==> config.mk <==
export PLATFORM = sky130hd
export DESIGN_NAME = instruction_decode_stage_flat
export DESIGN_NICKNAME = d
export VERILOG_FILES = /design/src/rtl/instruction_decode_stage_if.sv /design/src/rtl/instruction_decode_stage.sv /design/src/flat_wrapper.sv
export SDC_FILE = /design/constraint.sdc
export NUM_CORES = 2
export LEC_CHECK = 0
export ABC_AREA = 0
export BUFFER_PORTS_ARGS = -buffer_cell sky130_fd_sc_hd__buf_2
export CAP_MARGIN = 30
export CORE_UTILIZATION = 50
export DETAILED_ROUTE_END_ITERATION = 8
export PLACE_DENSITY = 0.8
export SETUP_SLACK_MARGIN = 0.3
export SLEW_MARGIN = 40
export SYNTH_ARGS = -nofsm -noshare
export SYNTH_HDL_FRONTEND = slang
export SYNTH_SLANG_ARGS = --single-unit
export TNS_END_PERCENT = 30
==> constraint.sdc <==
create_clock -name clk -period 2.07 [get_ports clk]
set_clock_uncertainty 0.1 [all_clocks]
set_input_delay 0.3105 -clock clk [delete_from_list [all_inputs] [get_ports clk]]
set_output_delay 0.3105 -clock clk [all_outputs]
set_load 0.01 [all_outputs]
==> src/rtl/instruction_decode_stage_if.sv <==
// Bus between the IF/ID register, writeback, EX hazard info and the ID/EX
// register produced by instruction_decode_stage.
interface instruction_decode_stage_if #(
  parameter int DATA_W = 32
);
  // Flow control: this stage has no valid/ready pair. busywait=1 freezes the
  // ID/EX register. load_use_stall=1 (combinational) tells fetch and IF/ID to
  // hold, so the same IN_instruction is offered again next cycle while a
  // bubble (OUT_ctrl=0) enters EX. flush=1 kills the instruction being
  // decoded, turning it into a bubble.
  logic              busywait;
  logic              flush;
  logic [31:0]       IN_instruction;
  logic [31:0]       IN_pc;
  logic [31:0]       IN_pc_plus_4;
  logic              wb_write_en;
  logic [4:0]        wb_rd;
  logic [DATA_W-1:0] wb_data;
  logic              ex_mem_read;
  logic [4:0]        ex_rd;
  logic              load_use_stall;
  logic [31:0]       OUT_pc;
  logic [31:0]       OUT_pc_plus_4;
  logic [DATA_W-1:0] OUT_rs1_data;
  logic [DATA_W-1:0] OUT_rs2_data;
  logic [31:0]       OUT_imm;
  logic [4:0]        OUT_rs1;
  logic [4:0]        OUT_rs2;
  logic [4:0]        OUT_rd;
  logic [2:0]        OUT_funct3;
  logic [14:0]       OUT_ctrl;

  modport master (
    output busywait, flush, IN_instruction, IN_pc, IN_pc_plus_4,
           wb_write_en, wb_rd, wb_data, ex_mem_read, ex_rd,
    input  load_use_stall, OUT_pc, OUT_pc_plus_4, OUT_rs1_data, OUT_rs2_data,
           OUT_imm, OUT_rs1, OUT_rs2, OUT_rd, OUT_funct3, OUT_ctrl
  );

  modport slave (
    input  busywait, flush, IN_instruction, IN_pc, IN_pc_plus_4,
           wb_write_en, wb_rd, wb_data, ex_mem_read, ex_rd,
    output load_use_stall, OUT_pc, OUT_pc_plus_4, OUT_rs1_data, OUT_rs2_data,
           OUT_imm, OUT_rs1, OUT_rs2, OUT_rd, OUT_funct3, OUT_ctrl
  );
endinterface

==> src/rtl/instruction_decode_stage.sv <==
// RV32IM decode stage: register file with write-through bypass, immediate
// and control generation, load-use hazard detection, and the ID/EX register.
module instruction_decode_stage #(
  parameter int DATA_W   = 32,
  parameter int NUM_REGS = 32
) (
  input  logic                        clk,
  input  logic                        reset,
  instruction_decode_stage_if.slave   bus
);

  localparam logic [6:0] OPC_LUI    = 7'b0110111;
  localparam logic [6:0] OPC_AUIPC  = 7'b0010111;
  localparam logic [6:0] OPC_JAL    = 7'b1101111;
  localparam logic [6:0] OPC_JALR   = 7'b1100111;
  localparam logic [6:0] OPC_BRANCH = 7'b1100011;
  localparam logic [6:0] OPC_LOAD   = 7'b0000011;
  localparam logic [6:0] OPC_STORE  = 7'b0100011;
  localparam logic [6:0] OPC_OP_IMM = 7'b0010011;
  localparam logic [6:0] OPC_OP     = 7'b0110011;

  localparam logic [4:0] ALU_ADD    = 5'd0;
  localparam logic [4:0] ALU_SUB    = 5'd1;
  localparam logic [4:0] ALU_SLL    = 5'd2;
  localparam logic [4:0] ALU_SLT    = 5'd3;
  localparam logic [4:0] ALU_SLTU   = 5'd4;
  localparam logic [4:0] ALU_XOR    = 5'd5;
  localparam logic [4:0] ALU_SRL    = 5'd6;
  localparam logic [4:0] ALU_SRA    = 5'd7;
  localparam logic [4:0] ALU_OR     = 5'd8;
  localparam logic [4:0] ALU_AND    = 5'd9;
  localparam logic [4:0] ALU_MUL    = 5'd10;
  localparam logic [4:0] ALU_PASS_B = 5'd18;

  localparam logic [1:0] WB_ALU = 2'b00;
  localparam logic [1:0] WB_MEM = 2'b01;
  localparam logic [1:0] WB_PC4 = 2'b10;

  // Base-ISA ALU selection shared by OP and OP-IMM; only OP may pick SUB.
  function automatic logic [4:0] alu_from_funct(input logic [2:0] f3,
                                                input logic       alt,
                                                input logic       allow_sub);
    case (f3)
      3'b000:  return (alt && allow_sub) ? ALU_SUB : ALU_ADD;
      3'b001:  return ALU_SLL;
      3'b010:  return ALU_SLT;
      3'b011:  return ALU_SLTU;
      3'b100:  return ALU_XOR;
      3'b101:  return alt ? ALU_SRA : ALU_SRL;
      3'b110:  return ALU_OR;
      default: return ALU_AND;
    endcase
  endfunction

  logic [DATA_W-1:0] r_regs [NUM_REGS];

  logic [31:0]       r_pc;
  logic [31:0]       r_pc_plus_4;
  logic [DATA_W-1:0] r_rs1_data;
  logic [DATA_W-1:0] r_rs2_data;
  logic [31:0]       r_imm;
  logic [4:0]        r_rs1;
  logic [4:0]        r_rs2;
  logic [4:0]        r_rd;
  logic [2:0]        r_funct3;
  logic [14:0]       r_ctrl;

  logic [31:0] w_instr;
  logic [6:0]  w_opcode;
  logic [2:0]  w_funct3;
  logic [6:0]  w_funct7;
  logic [4:0]  w_rs1;
  logic [4:0]  w_rs2;
  logic [4:0]  w_rd;
  logic [31:0] w_imm_i;
  logic [31:0] w_imm_s;
  logic [31:0] w_imm_b;
  logic [31:0] w_imm_u;
  logic [31:0] w_imm_j;

  assign w_instr  = bus.IN_instruction;
  assign w_opcode = w_instr[6:0];
  assign w_rd     = w_instr[11:7];
  assign w_funct3 = w_instr[14:12];
  assign w_rs1    = w_instr[19:15];
  assign w_rs2    = w_instr[24:20];
  assign w_funct7 = w_instr[31:25];

  assign w_imm_i = {{20{w_instr[31]}}, w_instr[31:20]};
  assign w_imm_s = {{20{w_instr[31]}}, w_instr[31:25], w_instr[11:7]};
  assign w_imm_b = {{19{w_instr[31]}}, w_instr[31], w_instr[7],
                    w_instr[30:25], w_instr[11:8], 1'b0};
  assign w_imm_u = {w_instr[31:12], 12'b0};
  assign w_imm_j = {{11{w_instr[31]}}, w_instr[31], w_instr[19:12],
                    w_instr[20], w_instr[30:21], 1'b0};

  logic [31:0] w_imm;
  logic        w_reg_write;
  logic [1:0]  w_wb_sel;
  logic        w_mem_read;
  logic        w_mem_write;
  logic        w_branch;
  logic        w_jump;
  logic        w_jalr;
  logic        w_op_a_pc;
  logic        w_op_b_imm;
  logic [4:0]  w_alu_op;
  logic        w_rs1_used;
  logic        w_rs2_used;
  logic [14:0] w_ctrl;

  // Opcode decode; unknown opcodes fall through with every control bit clear.
  always_comb begin
    w_imm       = '0;
    w_reg_write = 1'b0;
    w_wb_sel    = WB_ALU;
    w_mem_read  = 1'b0;
    w_mem_write = 1'b0;
    w_branch    = 1'b0;
    w_jump      = 1'b0;
    w_jalr      = 1'b0;
    w_op_a_pc   = 1'b0;
    w_op_b_imm  = 1'b0;
    w_alu_op    = ALU_ADD;
    w_rs1_used  = 1'b1;
    w_rs2_used  = 1'b0;
    case (w_opcode)
      OPC_LUI: begin
        w_imm = w_imm_u; w_reg_write = 1'b1; w_op_b_imm = 1'b1;
        w_alu_op = ALU_PASS_B; w_rs1_used = 1'b0;
      end
      OPC_AUIPC: begin
        w_imm = w_imm_u; w_reg_write = 1'b1; w_op_a_pc = 1'b1;
        w_op_b_imm = 1'b1; w_rs1_used = 1'b0;
      end
      OPC_JAL: begin
        w_imm = w_imm_j; w_reg_write = 1'b1; w_wb_sel = WB_PC4;
        w_jump = 1'b1; w_rs1_used = 1'b0;
      end
      OPC_JALR: begin
        w_imm = w_imm_i; w_reg_write = 1'b1; w_wb_sel = WB_PC4;
        w_jump = 1'b1; w_jalr = 1'b1; w_op_b_imm = 1'b1;
      end
      OPC_BRANCH: begin
        w_imm = w_imm_b; w_branch = 1'b1; w_alu_op = ALU_SUB;
        w_rs2_used = 1'b1;
      end
      OPC_LOAD: begin
        w_imm = w_imm_i; w_reg_write = 1'b1; w_wb_sel = WB_MEM;
        w_mem_read = 1'b1; w_op_b_imm = 1'b1;
      end
      OPC_STORE: begin
        w_imm = w_imm_s; w_mem_write = 1'b1; w_op_b_imm = 1'b1;
        w_rs2_used = 1'b1;
      end
      OPC_OP_IMM: begin
        w_imm = w_imm_i; w_reg_write = 1'b1; w_op_b_imm = 1'b1;
        w_alu_op = alu_from_funct(w_funct3, w_funct7[5], 1'b0);
      end
      OPC_OP: begin
        w_reg_write = 1'b1; w_rs2_used = 1'b1;
        if (w_funct7 == 7'b0000001) w_alu_op = ALU_MUL + {2'b00, w_funct3};
        else w_alu_op = alu_from_funct(w_funct3, w_funct7[5], 1'b1);
      end
      default: ;
    endcase
    w_ctrl = {w_reg_write, w_wb_sel, w_mem_read, w_mem_write, w_branch,
              w_jump, w_jalr, w_op_a_pc, w_op_b_imm, w_alu_op};
  end

  logic [DATA_W-1:0] w_rs1_data;
  logic [DATA_W-1:0] w_rs2_data;

  // Register reads: x0 is zero, a same-cycle writeback is forwarded.
  always_comb begin
    w_rs1_data = r_regs[w_rs1];
    w_rs2_data = r_regs[w_rs2];
    if (bus.wb_write_en && bus.wb_rd == w_rs1) w_rs1_data = bus.wb_data;
    if (bus.wb_write_en && bus.wb_rd == w_rs2) w_rs2_data = bus.wb_data;
    if (w_rs1 == 5'd0) w_rs1_data = '0;
    if (w_rs2 == 5'd0) w_rs2_data = '0;
  end

  logic w_hazard;
  assign w_hazard = bus.ex_mem_read && (bus.ex_rd != 5'd0) && !bus.flush &&
                    ((w_rs1_used && bus.ex_rd == w_rs1) ||
                     (w_rs2_used && bus.ex_rd == w_rs2));
  assign bus.load_use_stall = w_hazard;

  // Register file write; writeback is never frozen by busywait.
  always_ff @(posedge clk) begin
    if (reset) begin
      for (int i = 0; i < NUM_REGS; i++) r_regs[i] <= '0;
    end else if (bus.wb_write_en && bus.wb_rd != 5'd0) begin
      r_regs[bus.wb_rd] <= bus.wb_data;
    end
  end

  // ID/EX register: reset, then busywait hold, then bubble on flush/hazard.
  always_ff @(posedge clk) begin
    if (reset) begin
      r_pc        <= '0;
      r_pc_plus_4 <= '0;
      r_rs1_data  <= '0;
      r_rs2_data  <= '0;
      r_imm       <= '0;
      r_rs1       <= '0;
      r_rs2       <= '0;
      r_rd        <= '0;
      r_funct3    <= '0;
      r_ctrl      <= '0;
    end else if (!bus.busywait) begin
      r_pc        <= bus.IN_pc;
      r_pc_plus_4 <= bus.IN_pc_plus_4;
      r_rs1_data  <= w_rs1_data;
      r_rs2_data  <= w_rs2_data;
      r_imm       <= w_imm;
      r_rs1       <= w_rs1;
      r_rs2       <= w_rs2;
      r_rd        <= w_rd;
      r_funct3    <= w_funct3;
      r_ctrl      <= (bus.flush || w_hazard) ? 15'd0 : w_ctrl;
    end
  end

  assign bus.OUT_pc        = r_pc;
  assign bus.OUT_pc_plus_4 = r_pc_plus_4;
  assign bus.OUT_rs1_data  = r_rs1_data;
  assign bus.OUT_rs2_data  = r_rs2_data;
  assign bus.OUT_imm       = r_imm;
  assign bus.OUT_rs1       = r_rs1;
  assign bus.OUT_rs2       = r_rs2;
  assign bus.OUT_rd        = r_rd;
  assign bus.OUT_funct3    = r_funct3;
  assign bus.OUT_ctrl      = r_ctrl;

endmodule

==> src/flat_wrapper.sv <==
// flat-port wrapper written by rule: the top's interface ports become plain ports
module instruction_decode_stage_flat 
#(
  parameter int DATA_W   = 32,
  parameter int NUM_REGS = 32
)
  (clk, reset, bus_busywait, bus_flush, bus_IN_instruction, bus_IN_pc, bus_IN_pc_plus_4, bus_wb_write_en, bus_wb_rd, bus_wb_data, bus_ex_mem_read, bus_ex_rd, bus_load_use_stall, bus_OUT_pc, bus_OUT_pc_plus_4, bus_OUT_rs1_data, bus_OUT_rs2_data, bus_OUT_imm, bus_OUT_rs1, bus_OUT_rs2, bus_OUT_rd, bus_OUT_funct3, bus_OUT_ctrl);
  instruction_decode_stage_if #(.DATA_W(DATA_W)) bus_i ();
  input  logic clk;
  input  logic reset;
  input wire logic [$bits(bus_i.busywait)-1:0] bus_busywait;
  input wire logic [$bits(bus_i.flush)-1:0] bus_flush;
  input wire logic [$bits(bus_i.IN_instruction)-1:0] bus_IN_instruction;
  input wire logic [$bits(bus_i.IN_pc)-1:0] bus_IN_pc;
  input wire logic [$bits(bus_i.IN_pc_plus_4)-1:0] bus_IN_pc_plus_4;
  input wire logic [$bits(bus_i.wb_write_en)-1:0] bus_wb_write_en;
  input wire logic [$bits(bus_i.wb_rd)-1:0] bus_wb_rd;
  input wire logic [$bits(bus_i.wb_data)-1:0] bus_wb_data;
  input wire logic [$bits(bus_i.ex_mem_read)-1:0] bus_ex_mem_read;
  input wire logic [$bits(bus_i.ex_rd)-1:0] bus_ex_rd;
  output wire logic [$bits(bus_i.load_use_stall)-1:0] bus_load_use_stall;
  output wire logic [$bits(bus_i.OUT_pc)-1:0] bus_OUT_pc;
  output wire logic [$bits(bus_i.OUT_pc_plus_4)-1:0] bus_OUT_pc_plus_4;
  output wire logic [$bits(bus_i.OUT_rs1_data)-1:0] bus_OUT_rs1_data;
  output wire logic [$bits(bus_i.OUT_rs2_data)-1:0] bus_OUT_rs2_data;
  output wire logic [$bits(bus_i.OUT_imm)-1:0] bus_OUT_imm;
  output wire logic [$bits(bus_i.OUT_rs1)-1:0] bus_OUT_rs1;
  output wire logic [$bits(bus_i.OUT_rs2)-1:0] bus_OUT_rs2;
  output wire logic [$bits(bus_i.OUT_rd)-1:0] bus_OUT_rd;
  output wire logic [$bits(bus_i.OUT_funct3)-1:0] bus_OUT_funct3;
  output wire logic [$bits(bus_i.OUT_ctrl)-1:0] bus_OUT_ctrl;
  assign bus_i.busywait = bus_busywait;
  assign bus_i.flush = bus_flush;
  assign bus_i.IN_instruction = bus_IN_instruction;
  assign bus_i.IN_pc = bus_IN_pc;
  assign bus_i.IN_pc_plus_4 = bus_IN_pc_plus_4;
  assign bus_i.wb_write_en = bus_wb_write_en;
  assign bus_i.wb_rd = bus_wb_rd;
  assign bus_i.wb_data = bus_wb_data;
  assign bus_i.ex_mem_read = bus_ex_mem_read;
  assign bus_i.ex_rd = bus_ex_rd;
  assign bus_load_use_stall = bus_i.load_use_stall;
  assign bus_OUT_pc = bus_i.OUT_pc;
  assign bus_OUT_pc_plus_4 = bus_i.OUT_pc_plus_4;
  assign bus_OUT_rs1_data = bus_i.OUT_rs1_data;
  assign bus_OUT_rs2_data = bus_i.OUT_rs2_data;
  assign bus_OUT_imm = bus_i.OUT_imm;
  assign bus_OUT_rs1 = bus_i.OUT_rs1;
  assign bus_OUT_rs2 = bus_i.OUT_rs2;
  assign bus_OUT_rd = bus_i.OUT_rd;
  assign bus_OUT_funct3 = bus_i.OUT_funct3;
  assign bus_OUT_ctrl = bus_i.OUT_ctrl;
  instruction_decode_stage #(.DATA_W(DATA_W), .NUM_REGS(NUM_REGS)) u_core (.clk(clk), .reset(reset), .bus(bus_i));
endmodule
**After elaboration in Yosys (flattened, before gate mapping)**

Memories as Yosys holds them, arrays and structs flattened.
Cells that the tools add are included.

- Register bits after elaboration: 193
- Memory bits (writable): 1,024
- Input port bits: 144
- Output and inout bits: 194
- Word-level logic and storage cells: 87
- Memories: 1

- Add/subtract/negate cells: 1
- Equal/unequal tests: 20
- Mux-type cells: 31
- Reductions and logical operators: 24

Memories:

| memory | depth | width | rd ports | clocked after Yosys merged registers in | wr ports | line | text |
|---|---|---|---|---|---|---|---|
| u_core.r_regs | 32 | 32 | 2 | 0 | 32 | instruction_decode_stage.sv:55 | `logic [DATA_W-1:0] r_regs [NUM_REGS];` |

Operators with widths:

| cell | count |
|---|---|
| $mux W32 | 5 |
| $pmux W32 S5 | 1 |
| $pmux W5 S7 | 2 |
| $reduce_or A32 Y1 | 1 |
| $eq A7 B6 Y1 const B | 3 |
| $eq A7 B7 Y1 const B | 3 |
| $eq A5 B5 Y1 | 4 |
| $pmux W5 S4 | 1 |
| $mux W1 | 18 |
| $mux W15 | 1 |
| $eq A7 B5 Y1 const B | 2 |
| $logic_not A5 Y1 | 2 |
| $mux W5 | 2 |
| $reduce_bool A5 Y1 | 2 |
| $eq A3 B3 Y1 const B | 3 |
| $reduce_or A3 Y1 | 3 |
| $logic_and A1 B1 Y1 | 8 |
| $eq A7 B1 Y1 const B | 1 |
| $eq A7 B2 Y1 const B | 1 |
| $reduce_or A7 Y1 | 1 |
| $eq A3 B2 Y1 const B | 2 |
| $reduce_or A6 Y1 | 1 |
| $add A4 B3 Y5 const A | 1 |
| $pmux W2 S2 | 1 |
| other kinds (5) | 7 |

**Logic depth before layout (Yosys ltp)**

- Depth in word-level cells: 8
- Gate-level depth with buffers: 9
- Gate-level depth less buffers: 5

**Worst setup path before layout**

OpenSTA, ideal clock, no wires.

- Path type: input -> register
- Start point: input port bus_wb_rd[2]
- End point: memory u_core.r_regs[16][0] (enable)
- Library setup time: 330 ps
- Data arrival time: 1,821 ps
- Data required time: 1,640 ps
- Path slack: -181 ps
- Cell stages on the path: 6
- Buffers on the path: 2
- Cell sequence: buf_2 -> or3_1 -> nand4bb_1 -> clkbuf_1 -> nor2_1 -> or2_2

RTL lines:

| element | line | text |
|---|---|---|
| start, declared | flat_wrapper.sv:17 | `input wire logic [$bits(bus_i.wb_rd)-1:0] bus_wb_rd;` |
| end, declared | instruction_decode_stage.sv:55 |  |

**Final worst setup path**

- Start point: input port bus_ex_rd[3]
- End point: output port bus_load_use_stall

- Word-level cells in the longest chain between the ends: 4
- Elaborated cells between the ends (all ways): 9
- Those cells by class: 2 x eq/ne; 7 x reduce/logical

Ends and longest elaborated chain:

| element | line | text |
|---|---|---|
| start, declared | flat_wrapper.sv:20 | `input wire logic [$bits(bus_i.ex_rd)-1:0] bus_ex_rd;` |
| $eq A5 B5 Y1 (tied with other cells) | instruction_decode_stage.sv:186 | `((w_rs1_used && bus.ex_rd == w_rs1) \|\|` |
| $logic_and A1 B1 Y1 (on tied branches) | instruction_decode_stage.sv:186, instruction_decode_stage.sv:185, instruction_decode_stage.sv:187 |  |
| $logic_or A1 B1 Y1 or $logic_and A1 B1 Y1 (tied branches) | instruction_decode_stage.sv:186, instruction_decode_stage.sv:185 |  |
| $logic_and A1 B1 Y1 (*) | instruction_decode_stage.sv:185 | `assign w_hazard = bus.ex_mem_read && (bus.ex_rd != 5'd0) && !bus.flush &&` |
| end, declared | flat_wrapper.sv:21 | `output wire logic [$bits(bus_i.load_use_stall)-1:0] bus_load_use_stall;` |

Every way passes the cells marked *; elsewhere a longest branch is shown, timed or not.

==> flow_summary.ini <==
[synth]
synth_enable_flop_cells = 1024
yosys.area.top_type = edfxtp_1
synth-compound-area-share_pct = 7.06
synth_mux_area_share_pct = 18.8
synth_xor_area_share_pct = 0.299
ys_ff_latch = 1217
synth_fa_ha_area_share_pct = 0.0407
synth_seq_area_share_pct = 56.2
synth_top_family_by_area = multiplexers
yosysWarnings = 0
yosys.area_share.simple_pct = 14.1
synth_cell_type_count = 69
avgSynthCellArea_sq_um = 13.2
synth_top_area_share_pct = 50.0
ys_top_cells_by_area = edfxtp_1 50%, mux2i_1 12%, and2_1 10%, mux4_2 7.1%, dfxtp_1 6.3%
async_reset_ff_share_pct = 0
syn-cell-area_sq_um = 61500
synth_flop_cell = edfxtp_1
syn_inst = 4654

[floorplan]
fp.coreArea_sq_um = 122000
die_h_um = 353
io_pins = 338
core.rowCount = 128
die_area_sq_um = 124000
die_w_um = 353
initial_core_util_pct = 50.5

[detailed_routing]
wirelength_um = 220000
ant_nets = 0
wl_per_cell_um = 31.5
avgViaCountPerCell = 6.64
vias = 46441
drc_errors = 0
drt-pass1-iter-count = 8
drt_iter0_markers = 7242

[worst_hold_path]
hp-class = primary input to flop

[power]
power.leakage_nw = 29.0
power.total_mw = 58.5
pwr_density_cell_nw_per_um2 = 782
ir_drop_mv = 0.788

[cts]
clk_pin_slew_ns = 0.06
clk_latency_ns = 0.74
cts_buffer_depth = 3
numCtsBuffers = 118
cts_root_buf = clkbuf_16
clock_sinks = 1217
tritoncts = done
htree_levels = 3

[job]
drv_cap = 0

[sta]
min_period_ns = 2.07
fmax_mhz = 484
finalCritPeriodShare_pct = 99.8
setup_tns_ns = 0
slew_headroom_pct = 40.0
setup_viol = 0
setup_slack_ns = 0.00414
maxSlewViolCount = 0
tightest_slew_ns = 0.892
rsz0062_at_grt = yes
hold_violations = 0

[critical_path]
required_ns = 1.66
crit_type = primary input to output port
setup.worst_path.start_class = primary input
arrival_ns = 1.66
endpoint_kind = output port
critical_path.max_fanout = 2

[global_route]
grt_max_degree = 61
grt_overflow = 0
antenna_found_initial = 19
grt.total_usage_pct = 34.6
grt_pass1_vias = 46780
grt_pass1_wl_um = 314000

[layout]
drive_above_1_share_pct = 25.0
layout.nets = 5395
stdcell_area_sq_um = 74700
utilization_pct = 61.3
synthToLayoutAreaGrowth_pct = 21.5

[placement]
hpwl_um = 147000
post-place-ws_ns = -0.277
gp_congestion = 0.979
port_buffers = 337
dpl_cell_area_sq_um = 69700

[outcome]
outcome = completed
[per-stage QoR]
stage / hold slack [ns] / std cells
floorplan: 0.348 / 4685
global placement: 0.332 / 6661
detailed placement: 0.336 / 6661
CTS: 0.00325 / 6975
global route: 0.0514 / 6981
finish: 0.0369 / 6990
[synth_stat cells, types with 3 or more instances]
library cell	count
edfxtp_1	1024
and2_1	996
mux2i_1	719
a22oi_1	326
clkbuf_1	305
dfxtp_1	193
mux4_2	193
nor2_1	166
buf_2	133
nand4_1	69
nor4_1	66
o22ai_1	66
a221o_1	64
nand2_1	40
o211ai_1	34
or2_2	31
buf_4	30
a21oi_1	23
o21ai_1	13
xnor2_1	13
nor3_1	11
buf_6	10
o21ai_0	10
nand3_1	9
o21ai_2	9
and4b_1	8
nor2b_1	8
xor2_1	8
a22o_1	6
nand3b_1	6
nor4bb_1	6
a221oi_1	4
inv_1	4
and3_1	3
nor4b_2	3
or3_1	3
[final cells by class]
class	instances	area, sq um
Fill cell	8784	47100
Sequential cell	1217	34600
Multi-Input combinational cell	2984	25400
Timing Repair Buffer	924	8670
Clock buffer	165	3370
Tap cell	1625	2030
Clock inverter	59	652
Antenna cell	12	30.0
Inverter	4	15.0
[power breakdown]
part	leakage [nW]	switching, mW	internal [mW]
clock	1.95	9.62	12.9
sequential	11.3	0.904	27.9
combinational	15.7	4.02	3.09
total	29.0	14.5	43.9
[registers in the layout, summed over array words and instances, names as in the netlist]
name                      cells
u_core.bus.OUT_ctrl          15
u_core.bus.OUT_funct3         3
u_core.bus.OUT_imm           32
u_core.bus.OUT_pc            32
u_core.bus.OUT_pc_plus_4     32
u_core.bus.OUT_rd             5
u_core.bus.OUT_rs1            5
u_core.bus.OUT_rs1_data      32
u_core.bus.OUT_rs2            5
u_core.bus.OUT_rs2_data      32
u_core.r_regs              1024
[placed cells by master, fill, tap and decap left out, types with 14 or more instances in the layout]
| cell | n |
|---|---|
| edfxtp_1 | 1024 |
| clkinv_2 | 20 |
| nor2_1 | 135 |
| o211ai_1 | 34 |
| nor2_2 | 14 |
| or2_4 | 32 |
| clkbuf_1 | 29 |
| clkbuf_16 | 123 |
| a21oi_1 | 23 |
| conb_1 | 32 |
| o22ai_1 | 62 |
| buf_4 | 317 |
| a22oi_1 | 326 |
| nor2_4 | 17 |
| nand2_1 | 40 |
| dfxtp_1 | 186 |
| nand4_1 | 69 |
| nor4_1 | 66 |
| buf_2 | 327 |
| mux2i_1 | 719 |
| and2_1 | 994 |
| dlygate4sd3_1 | 89 |
| a221o_1 | 64 |
| buf_12 | 183 |
| mux4_2 | 193 |
[routing by layer]
metal	track usage (%)	vias up	wire (um)	part of all wire [%]
li1	-	18771	-	-
met1	43.0	22883	74700	34
met2	53.7	3843	99300	45
met3	9.34	928	30400	14
met4	21.6	16	15800	7.2
met5	0	-	156	0.071
[path summary, 6_finish.rpt]
path	startpoint	to	slack, ns	cells past startpoint
worst max register to register	u_core.r_regs[7][27]	u_core.bus.OUT_rs1_data[27]	0.26	4
worst max-delay path	bus_ex_rd[3]	bus_load_use_stall	0.004	7
worst min register to register	u_core.bus.OUT_imm[25]	u_core.bus.OUT_imm[25]	0.35	2
worst min-delay path	bus_IN_instruction[15]	u_core.bus.OUT_rs1[0]	0.04	4
[logic make-up after synthesis]
kind of cell | count (synthesis)
AOI/OAI and AO/OA | 573
xor gates and xnor gates | 21
adders and majority gates | 2
buffers and inverters | 484
DFF | 1217
muxes | 912
other | 1
and+or+nand+nor | 1444
[worst max-delay path, cell delays in order]
cell	delay, ns
buf_6	0.09
or4_4	0.53
o21ai_4	0.16
nand4b_1	0.16
o21ai_1	0.10
nor2b_2	0.15
buf_2	0.13
[repair_timing]
item	CTS	global route
endpoints found under the hold margin	108	0
buffers inserted	1	3
setup endpoints to repair	22	29
resized for setup	17	10
hold buffers	89	0
pin swaps	2	4
cloned	0	0
Note: power is estimated with default switching activity, not from simulation.
